===== src/rtl/miner_job_ctrl_if.sv =====
// Host and lane signals of the miner job controller, grouped so the controller
// and its environment share one bundle. "master" drives job/lane inputs, "slave" is the controller.
interface miner_job_ctrl_if #(
  parameter int NUM_LANES = 4
);
  logic                      start_found;
  logic                      shift_in_enable;
  logic [31:0]               in_data;
  logic                      stop_on_first;
  logic                      sol_response;
  logic                      sol_claim;
  logic [31:0]               out_data;
  logic [255:0]              mid_data;
  logic [511:0]              head_data;
  logic                      lane_run;
  logic [32*NUM_LANES-1:0]   lane_nonce_base;
  logic [NUM_LANES-1:0]      lane_found;
  logic [32*NUM_LANES-1:0]   lane_nonce;
  logic [NUM_LANES-1:0]      lane_done;
  logic [NUM_LANES-1:0]      lane_ack;
  logic [2:0]                state;
  logic [31:0]               found_count;

  modport master (
    output start_found, shift_in_enable, in_data, stop_on_first, sol_response,
    output lane_found, lane_nonce, lane_done,
    input  sol_claim, out_data, mid_data, head_data, lane_run, lane_nonce_base,
    input  lane_ack, state, found_count
  );

  modport slave (
    input  start_found, shift_in_enable, in_data, stop_on_first, sol_response,
    input  lane_found, lane_nonce, lane_done,
    output sol_claim, out_data, mid_data, head_data, lane_run, lane_nonce_base,
    output lane_ack, state, found_count
  );
endinterface


===== src/rtl/miner_job_ctrl.sv =====
// Job loader, lane sequencer and golden-nonce FIFO for a multi-lane miner.
// Lanes present finds; the lowest-indexed one is accepted per cycle into the FIFO.
module miner_job_ctrl #(
  parameter int NUM_LANES  = 4,
  parameter int FIFO_DEPTH = 4
) (
  input  logic            clk,
  input  logic            n_rst,
  miner_job_ctrl_if.slave bus
);
  localparam int LANE_BITS = $clog2(NUM_LANES);
  localparam int PTR_W     = $clog2(FIFO_DEPTH);
  localparam int CNT_W     = PTR_W + 1;
  localparam int SHIFT     = 32 - LANE_BITS;

  typedef enum logic [2:0] {
    IDLE      = 3'd0,
    LOAD_MID  = 3'd1,
    LOAD_HEAD = 3'd2,
    RUN       = 3'd3,
    DONE      = 3'd4
  } state_t;

  state_t              state_q;
  logic [3:0]          word_cnt_q;
  logic [255:0]        mid_q;
  logic [511:0]        head_q;
  logic                run_q;
  logic [31:0]         found_q;
  logic [31:0]         fifo_mem [FIFO_DEPTH];
  logic [PTR_W-1:0]    wr_ptr_q;
  logic [PTR_W-1:0]    rd_ptr_q;
  logic [CNT_W-1:0]    count_q;

  logic                fifo_full;
  logic                pop;
  logic                accept_en;
  logic                push;
  logic                run_exit;
  logic [NUM_LANES-1:0] ack;
  logic [31:0]         push_nonce;
  logic [32*NUM_LANES-1:0] base_vec;

  // In stop-on-first mode only one solution is taken, even in the exit cycle.
  always_comb begin
    fifo_full  = (count_q == CNT_W'(FIFO_DEPTH));
    pop        = bus.sol_response && (count_q != '0) && !bus.start_found;
    accept_en  = (state_q == RUN) && !bus.start_found &&
                 !(bus.stop_on_first && (found_q != '0)) &&
                 (!fifo_full || pop);
    ack        = '0;
    push_nonce = '0;
    for (int i = NUM_LANES - 1; i >= 0; i--) begin
      if (accept_en && bus.lane_found[i]) begin
        ack        = '0;
        ack[i]     = 1'b1;
        push_nonce = bus.lane_nonce[32*i +: 32];
      end
    end
    push     = |ack;
    run_exit = (&bus.lane_done) || (bus.stop_on_first && (found_q != '0));
  end

  always_comb begin
    base_vec = '0;
    for (int i = 0; i < NUM_LANES; i++) begin
      base_vec[32*i +: 32] = 32'(64'(i) << SHIFT);
    end
  end

  always_ff @(posedge clk) begin
    if (push) begin
      fifo_mem[wr_ptr_q] <= push_nonce;
    end
  end

  always_ff @(posedge clk or negedge n_rst) begin
    if (!n_rst) begin
      state_q    <= IDLE;
      word_cnt_q <= '0;
      mid_q      <= '0;
      head_q     <= '0;
      run_q      <= 1'b0;
      found_q    <= '0;
      wr_ptr_q   <= '0;
      rd_ptr_q   <= '0;
      count_q    <= '0;
    end else if (bus.start_found) begin
      state_q    <= LOAD_MID;
      word_cnt_q <= '0;
      mid_q      <= '0;
      head_q     <= '0;
      run_q      <= 1'b0;
      found_q    <= '0;
      wr_ptr_q   <= '0;
      rd_ptr_q   <= '0;
      count_q    <= '0;
    end else begin
      if (push) begin
        wr_ptr_q <= wr_ptr_q + PTR_W'(1);
      end
      if (pop) begin
        rd_ptr_q <= rd_ptr_q + PTR_W'(1);
      end
      if (push && !pop) begin
        count_q <= count_q + CNT_W'(1);
      end else if (pop && !push) begin
        count_q <= count_q - CNT_W'(1);
      end
      if (push && (found_q != '1)) begin
        found_q <= found_q + 32'd1;
      end

      case (state_q)
        LOAD_MID: begin
          if (bus.shift_in_enable) begin
            mid_q <= {mid_q[223:0], bus.in_data};
            if (word_cnt_q == 4'd7) begin
              word_cnt_q <= '0;
              state_q    <= LOAD_HEAD;
            end else begin
              word_cnt_q <= word_cnt_q + 4'd1;
            end
          end
        end
        LOAD_HEAD: begin
          if (bus.shift_in_enable) begin
            head_q <= {head_q[479:0], bus.in_data};
            if (word_cnt_q == 4'd15) begin
              word_cnt_q <= '0;
              state_q    <= RUN;
              run_q      <= 1'b1;
            end else begin
              word_cnt_q <= word_cnt_q + 4'd1;
            end
          end
        end
        RUN: begin
          if (run_exit) begin
            state_q <= DONE;
            run_q   <= 1'b0;
          end
        end
        default: ;
      endcase
    end
  end

  assign bus.lane_ack        = ack;
  assign bus.sol_claim       = (count_q != '0);
  assign bus.out_data        = (count_q != '0) ? fifo_mem[rd_ptr_q] : 32'h0;
  assign bus.mid_data        = mid_q;
  assign bus.head_data       = head_q;
  assign bus.lane_run        = run_q;
  assign bus.lane_nonce_base = base_vec;
  assign bus.state           = state_q;
  assign bus.found_count     = found_q;
endmodule


===== src/flat_wrapper.sv =====
// flat-port wrapper written by rule: the top's interface ports become plain ports
module miner_job_ctrl_flat 
#(
  parameter int NUM_LANES  = 4,
  parameter int FIFO_DEPTH = 4
)
  (clk, n_rst, bus_start_found, bus_shift_in_enable, bus_in_data, bus_stop_on_first, bus_sol_response, bus_lane_found, bus_lane_nonce, bus_lane_done, bus_sol_claim, bus_out_data, bus_mid_data, bus_head_data, bus_lane_run, bus_lane_nonce_base, bus_lane_ack, bus_state, bus_found_count);
  miner_job_ctrl_if #(.NUM_LANES(NUM_LANES)) bus_i ();
  input  logic clk;
  input  logic n_rst;
  input wire logic [$bits(bus_i.start_found)-1:0] bus_start_found;
  input wire logic [$bits(bus_i.shift_in_enable)-1:0] bus_shift_in_enable;
  input wire logic [$bits(bus_i.in_data)-1:0] bus_in_data;
  input wire logic [$bits(bus_i.stop_on_first)-1:0] bus_stop_on_first;
  input wire logic [$bits(bus_i.sol_response)-1:0] bus_sol_response;
  input wire logic [$bits(bus_i.lane_found)-1:0] bus_lane_found;
  input wire logic [$bits(bus_i.lane_nonce)-1:0] bus_lane_nonce;
  input wire logic [$bits(bus_i.lane_done)-1:0] bus_lane_done;
  output wire logic [$bits(bus_i.sol_claim)-1:0] bus_sol_claim;
  output wire logic [$bits(bus_i.out_data)-1:0] bus_out_data;
  output wire logic [$bits(bus_i.mid_data)-1:0] bus_mid_data;
  output wire logic [$bits(bus_i.head_data)-1:0] bus_head_data;
  output wire logic [$bits(bus_i.lane_run)-1:0] bus_lane_run;
  output wire logic [$bits(bus_i.lane_nonce_base)-1:0] bus_lane_nonce_base;
  output wire logic [$bits(bus_i.lane_ack)-1:0] bus_lane_ack;
  output wire logic [$bits(bus_i.state)-1:0] bus_state;
  output wire logic [$bits(bus_i.found_count)-1:0] bus_found_count;
  assign bus_i.start_found = bus_start_found;
  assign bus_i.shift_in_enable = bus_shift_in_enable;
  assign bus_i.in_data = bus_in_data;
  assign bus_i.stop_on_first = bus_stop_on_first;
  assign bus_i.sol_response = bus_sol_response;
  assign bus_i.lane_found = bus_lane_found;
  assign bus_i.lane_nonce = bus_lane_nonce;
  assign bus_i.lane_done = bus_lane_done;
  assign bus_sol_claim = bus_i.sol_claim;
  assign bus_out_data = bus_i.out_data;
  assign bus_mid_data = bus_i.mid_data;
  assign bus_head_data = bus_i.head_data;
  assign bus_lane_run = bus_i.lane_run;
  assign bus_lane_nonce_base = bus_i.lane_nonce_base;
  assign bus_lane_ack = bus_i.lane_ack;
  assign bus_state = bus_i.state;
  assign bus_found_count = bus_i.found_count;
  miner_job_ctrl #(.NUM_LANES(NUM_LANES), .FIFO_DEPTH(FIFO_DEPTH)) u_core (.clk(clk), .n_rst(n_rst), .bus(bus_i));
endmodule

===== config.mk =====
export PLATFORM = sky130hd
export DESIGN_NAME = miner_job_ctrl_flat
export DESIGN_NICKNAME = d
export VERILOG_FILES = /design/src/rtl/miner_job_ctrl_if.sv /design/src/rtl/miner_job_ctrl.sv /design/src/flat_wrapper.sv
export SDC_FILE = /design/constraint.sdc
export NUM_CORES = 1
export LEC_CHECK = 0
export CAP_MARGIN = 40
export CORE_AREA = 2 2 442 444
export CTS_CLUSTER_SIZE = 40
export DETAILED_ROUTE_END_ITERATION = 12
export DIE_AREA = 0 0 444 446
export PLACE_DENSITY = 0.45
export SETUP_SLACK_MARGIN = 0.02
export SYNTH_ARGS = -nofsm -noshare
export SYNTH_HDL_FRONTEND = slang
export SYNTH_SLANG_ARGS = --single-unit

===== constraint.sdc =====
create_clock -name clk -period 3.6 [get_ports clk]
set_clock_uncertainty 0.15 [all_clocks]
set_input_delay 0.54 -clock clk [delete_from_list [all_inputs] [get_ports clk]]
set_output_delay 0.54 -clock clk [all_outputs]
set_load 0.02 [all_outputs]

==> out/metrics.cfg <==
[run_status]
status=finished, final reports clean

[logic_synthesis]
synthCells=3100
synth_cell_types=60
synth_top_area_frac=0.5475
post-synth-top-count-cell=dfrtp_1
yosysSeqAreaShare=0.6506
synth_common_cells=815 x dfrtp_1, 630 x nand2_1, 481 x a22o_1
synth-seq-cells=943
synth_flop_cell=dfrtp_1
synth_top_cell_by_area=dfrtp_1
ys_top_cells_by_area=dfrtp_1 55%, a22o_1 11%, edfxtp_1 10%, nand2_1 6.3%, a21oi_1 3.8%
synthArstFlopShare=0.8643
synth_warnings=0
avgSynthCellArea_um2=12.02
synth_edf_count=128
syn_area_um2=37250

[sta]
setup_viol=0
final-hold-violation-count=0
fmax_mhz=293.2
setup_slack_ns=0.1897
period_share=0.9473
slew_viol_final=0
tightest_slew_ns=1.341
rsz0062_at_grt=yes
period_needed_ns=3.410
slew_headroom=0.1060
setup_tns_ns=0

[cells_and_area]
stdcell_area_um2=54280
nets=4285
drive_above_1_share=0.08429
area_growth_pct=45.69

[clocking]
cts_tree=yes
clkLatencyLatePin_ns=0.77
cts-htree-levels=3
cts_buffers=112
clk_pin_slew_ns=0.05
cts_buffer_depth=3
cts_num_sinks=943
clock-root-buffer=clkbuf_16

[critical_path]
worstReg2RegStart=u_core.bus.found_count[16]$_DFFE_PN0P_
startpoint=u_core.rd_ptr_q[0]$_DFFE_PN0P_
endpoint_kind=output port
critPathLaunchType=register
crit_type=reg -> out
reg2reg_depth=10
critPathMaxFanout=17
cp.required_ns=2.91
cp.arrival_ns=2.72

[placed_design]
port_buffers=1014
place_ws_ns=0.2385
gp_congestion=0.8290
placed_cell_area_um2=50480
place_hpwl_um=123900

[power_and_ir_drop]
vdd_drop_max_mv=0.4073
power.leakage_nw=22.44
power_density_nw_per_um2=513.4

[die]
initial_core_util=0.1925
core_area_um2=193600
die_area_um2=198000
die_y_um=446
ios=1143
die_x_um=444
rows=162

[grt]
grtUsageTotal=0.1614
grt_max_degree=197
grt_pass1_vias=28760
grt_pass1_wl_um=230800
grt.met1_usage=0.1840
grt_overflow=0
grtUsageMet3=0.05242
use_met2=0.2739
antenna_found_initial=20
busiest_layer=met2

[detailed_routing]
vias_per_cell=4.290
drtAntennaViolNets=0
wire_per_inst_um=24.56
drt_drc_violations_left=0
vias=28920
postRouteWirelength_um=165600
first_iter_violations=2022
dr.pass1.iters=5

[min_path]
hold_path.class=in -> reg
min_from=bus_start_found
worstHoldPathCells=3

[flow_run]
maxCapViolCount=0

[final cells by class]
cell class	instances	area [um2]
Fill cell	20060	139300
Sequential cell	943	24240
Multi-Input combinational cell	1901	11610
Timing Repair Buffer	1132	11490
Clock buffer	168	3263
Tap cell	2542	3181
Clock inverter	31	417.9
Inverter	13	48.80
Antenna cell	12	30.03
[worst max-delay path, stage by stage (launching register included)]
cell,delay (ns)
dfrtp_2,0.42
bufbuf_16,0.35
mux4_2,0.50
and2_1,0.16
clkdlybuf4s50_1,0.54
[kinds of logic after synthesis]
group	share of synthesized area
AND/OR/NAND/NOR	0.09817
AO/OA/AOI/OAI	0.1715
buffers and inverters	0.05297
flip-flops	0.6506
multiplexers	0.02079
XOR/XNOR	0.002821
adder cells (fa/ha/maj)	0.002888
other	0.0002016
[per-layer routing]
layer / part of all wire / up-vias
met4: 0.044 / 0
met2: 0.50 / 995
met3: 0.078 / 234
met5: 0 / -
met1: 0.38 / 14760
li1: - / 12940
[layout by cell type, fill, tap and decap left out, types with 5 or more instances in the layout]
| master | instances |
|---|---|
| a21oi_1 | 280 |
| a22o_1 | 481 |
| a22oi_1 | 63 |
| and2_1 | 34 |
| and3_1 | 8 |
| buf_12 | 33 |
| buf_4 | 82 |
| bufinv_16 | 5 |
| clkbuf_1 | 31 |
| clkbuf_16 | 112 |
| clkbuf_8 | 25 |
| clkdlybuf4s50_1 | 993 |
| clkinv_2 | 11 |
| conb_1 | 128 |
| dfrtp_1 | 814 |
| diode_2 | 12 |
| dlygate4sd2_1 | 14 |
| edfxtp_1 | 128 |
| ha_1 | 7 |
| inv_1 | 10 |
| mux4_2 | 32 |
| nand2_1 | 630 |
| nand3_1 | 48 |
| nand4_1 | 16 |
| nor2_1 | 27 |
| nor3_1 | 7 |
| nor4_1 | 8 |
| o21ai_0 | 11 |
| o21ai_1 | 13 |
| o31ai_1 | 7 |
| or2_2 | 5 |
| or3_1 | 16 |
| or4_1 | 9 |
| xnor2_1 | 5 |
| xor2_1 | 7 |
[sequential cells by signal, indices dropped and copies added (netlist names)]
signal / count
u_core.fifo_mem: 128
u_core.wr_ptr_q: 2
u_core.count_q: 3
u_core.bus.state: 3
u_core.bus.lane_run: 1
u_core.rd_ptr_q: 2
u_core.word_cnt_q: 4
u_core.bus.found_count: 32
u_core.bus.mid_data: 256
u_core.bus.head_data: 512
[stage by stage]
stage / power [mW] / hold WS (ns) / instances / utilization
3_5_place_dp: 16.78 / 0.3345 / 6526 / 0.2608
6_report: 27.87 / 0.1932 / 6742 / 0.2804
2_1_floorplan: 14.18 / 0.09441 / 3226 / -
5_1_grt: 29.13 / 0.1558 / 6741 / 0.2804
3_3_place_gp: 16.76 / 0.3304 / 6524 / 0.2605
4_1_cts: 28.44 / 0.1032 / 6728 / 0.2801
[power by group]
group / switching, mW / internal (mW)
clock network: 4.81 / 6.62
registers: 0.244 / 11.1
logic: 3.39 / 1.70
total: 8.45 / 19.4
[timing repair]
action | CTS | global route
gates cloned | 1 | 0
endpoints found under the setup margin | 6 | 5
hold buffers | 1 | 0
gates resized for setup | 29 | 5
buffers inserted | 1 | 2
pin swaps | 2 | 2
endpoints found under the hold margin | 49 | 0
[final timing paths]
path,end,slack [ns]
min in group asynchronous,u_core.bus.head_data[424]$_DFFE_PN0P_,0.31
hold / removal,u_core.rd_ptr_q[1]$_DFFE_PN0P_,0.19
hold reg to reg,u_core.bus.head_data[9]$_DFFE_PN0P_,0.35
setup reg to reg,u_core.count_q[1]$_DFFE_PN0P_,0.54
max in group asynchronous,u_core.bus.head_data[208]$_DFFE_PN0P_,1.88
setup / recovery,bus_out_data[11],0.19
Power figures use the tool's default switching activity.
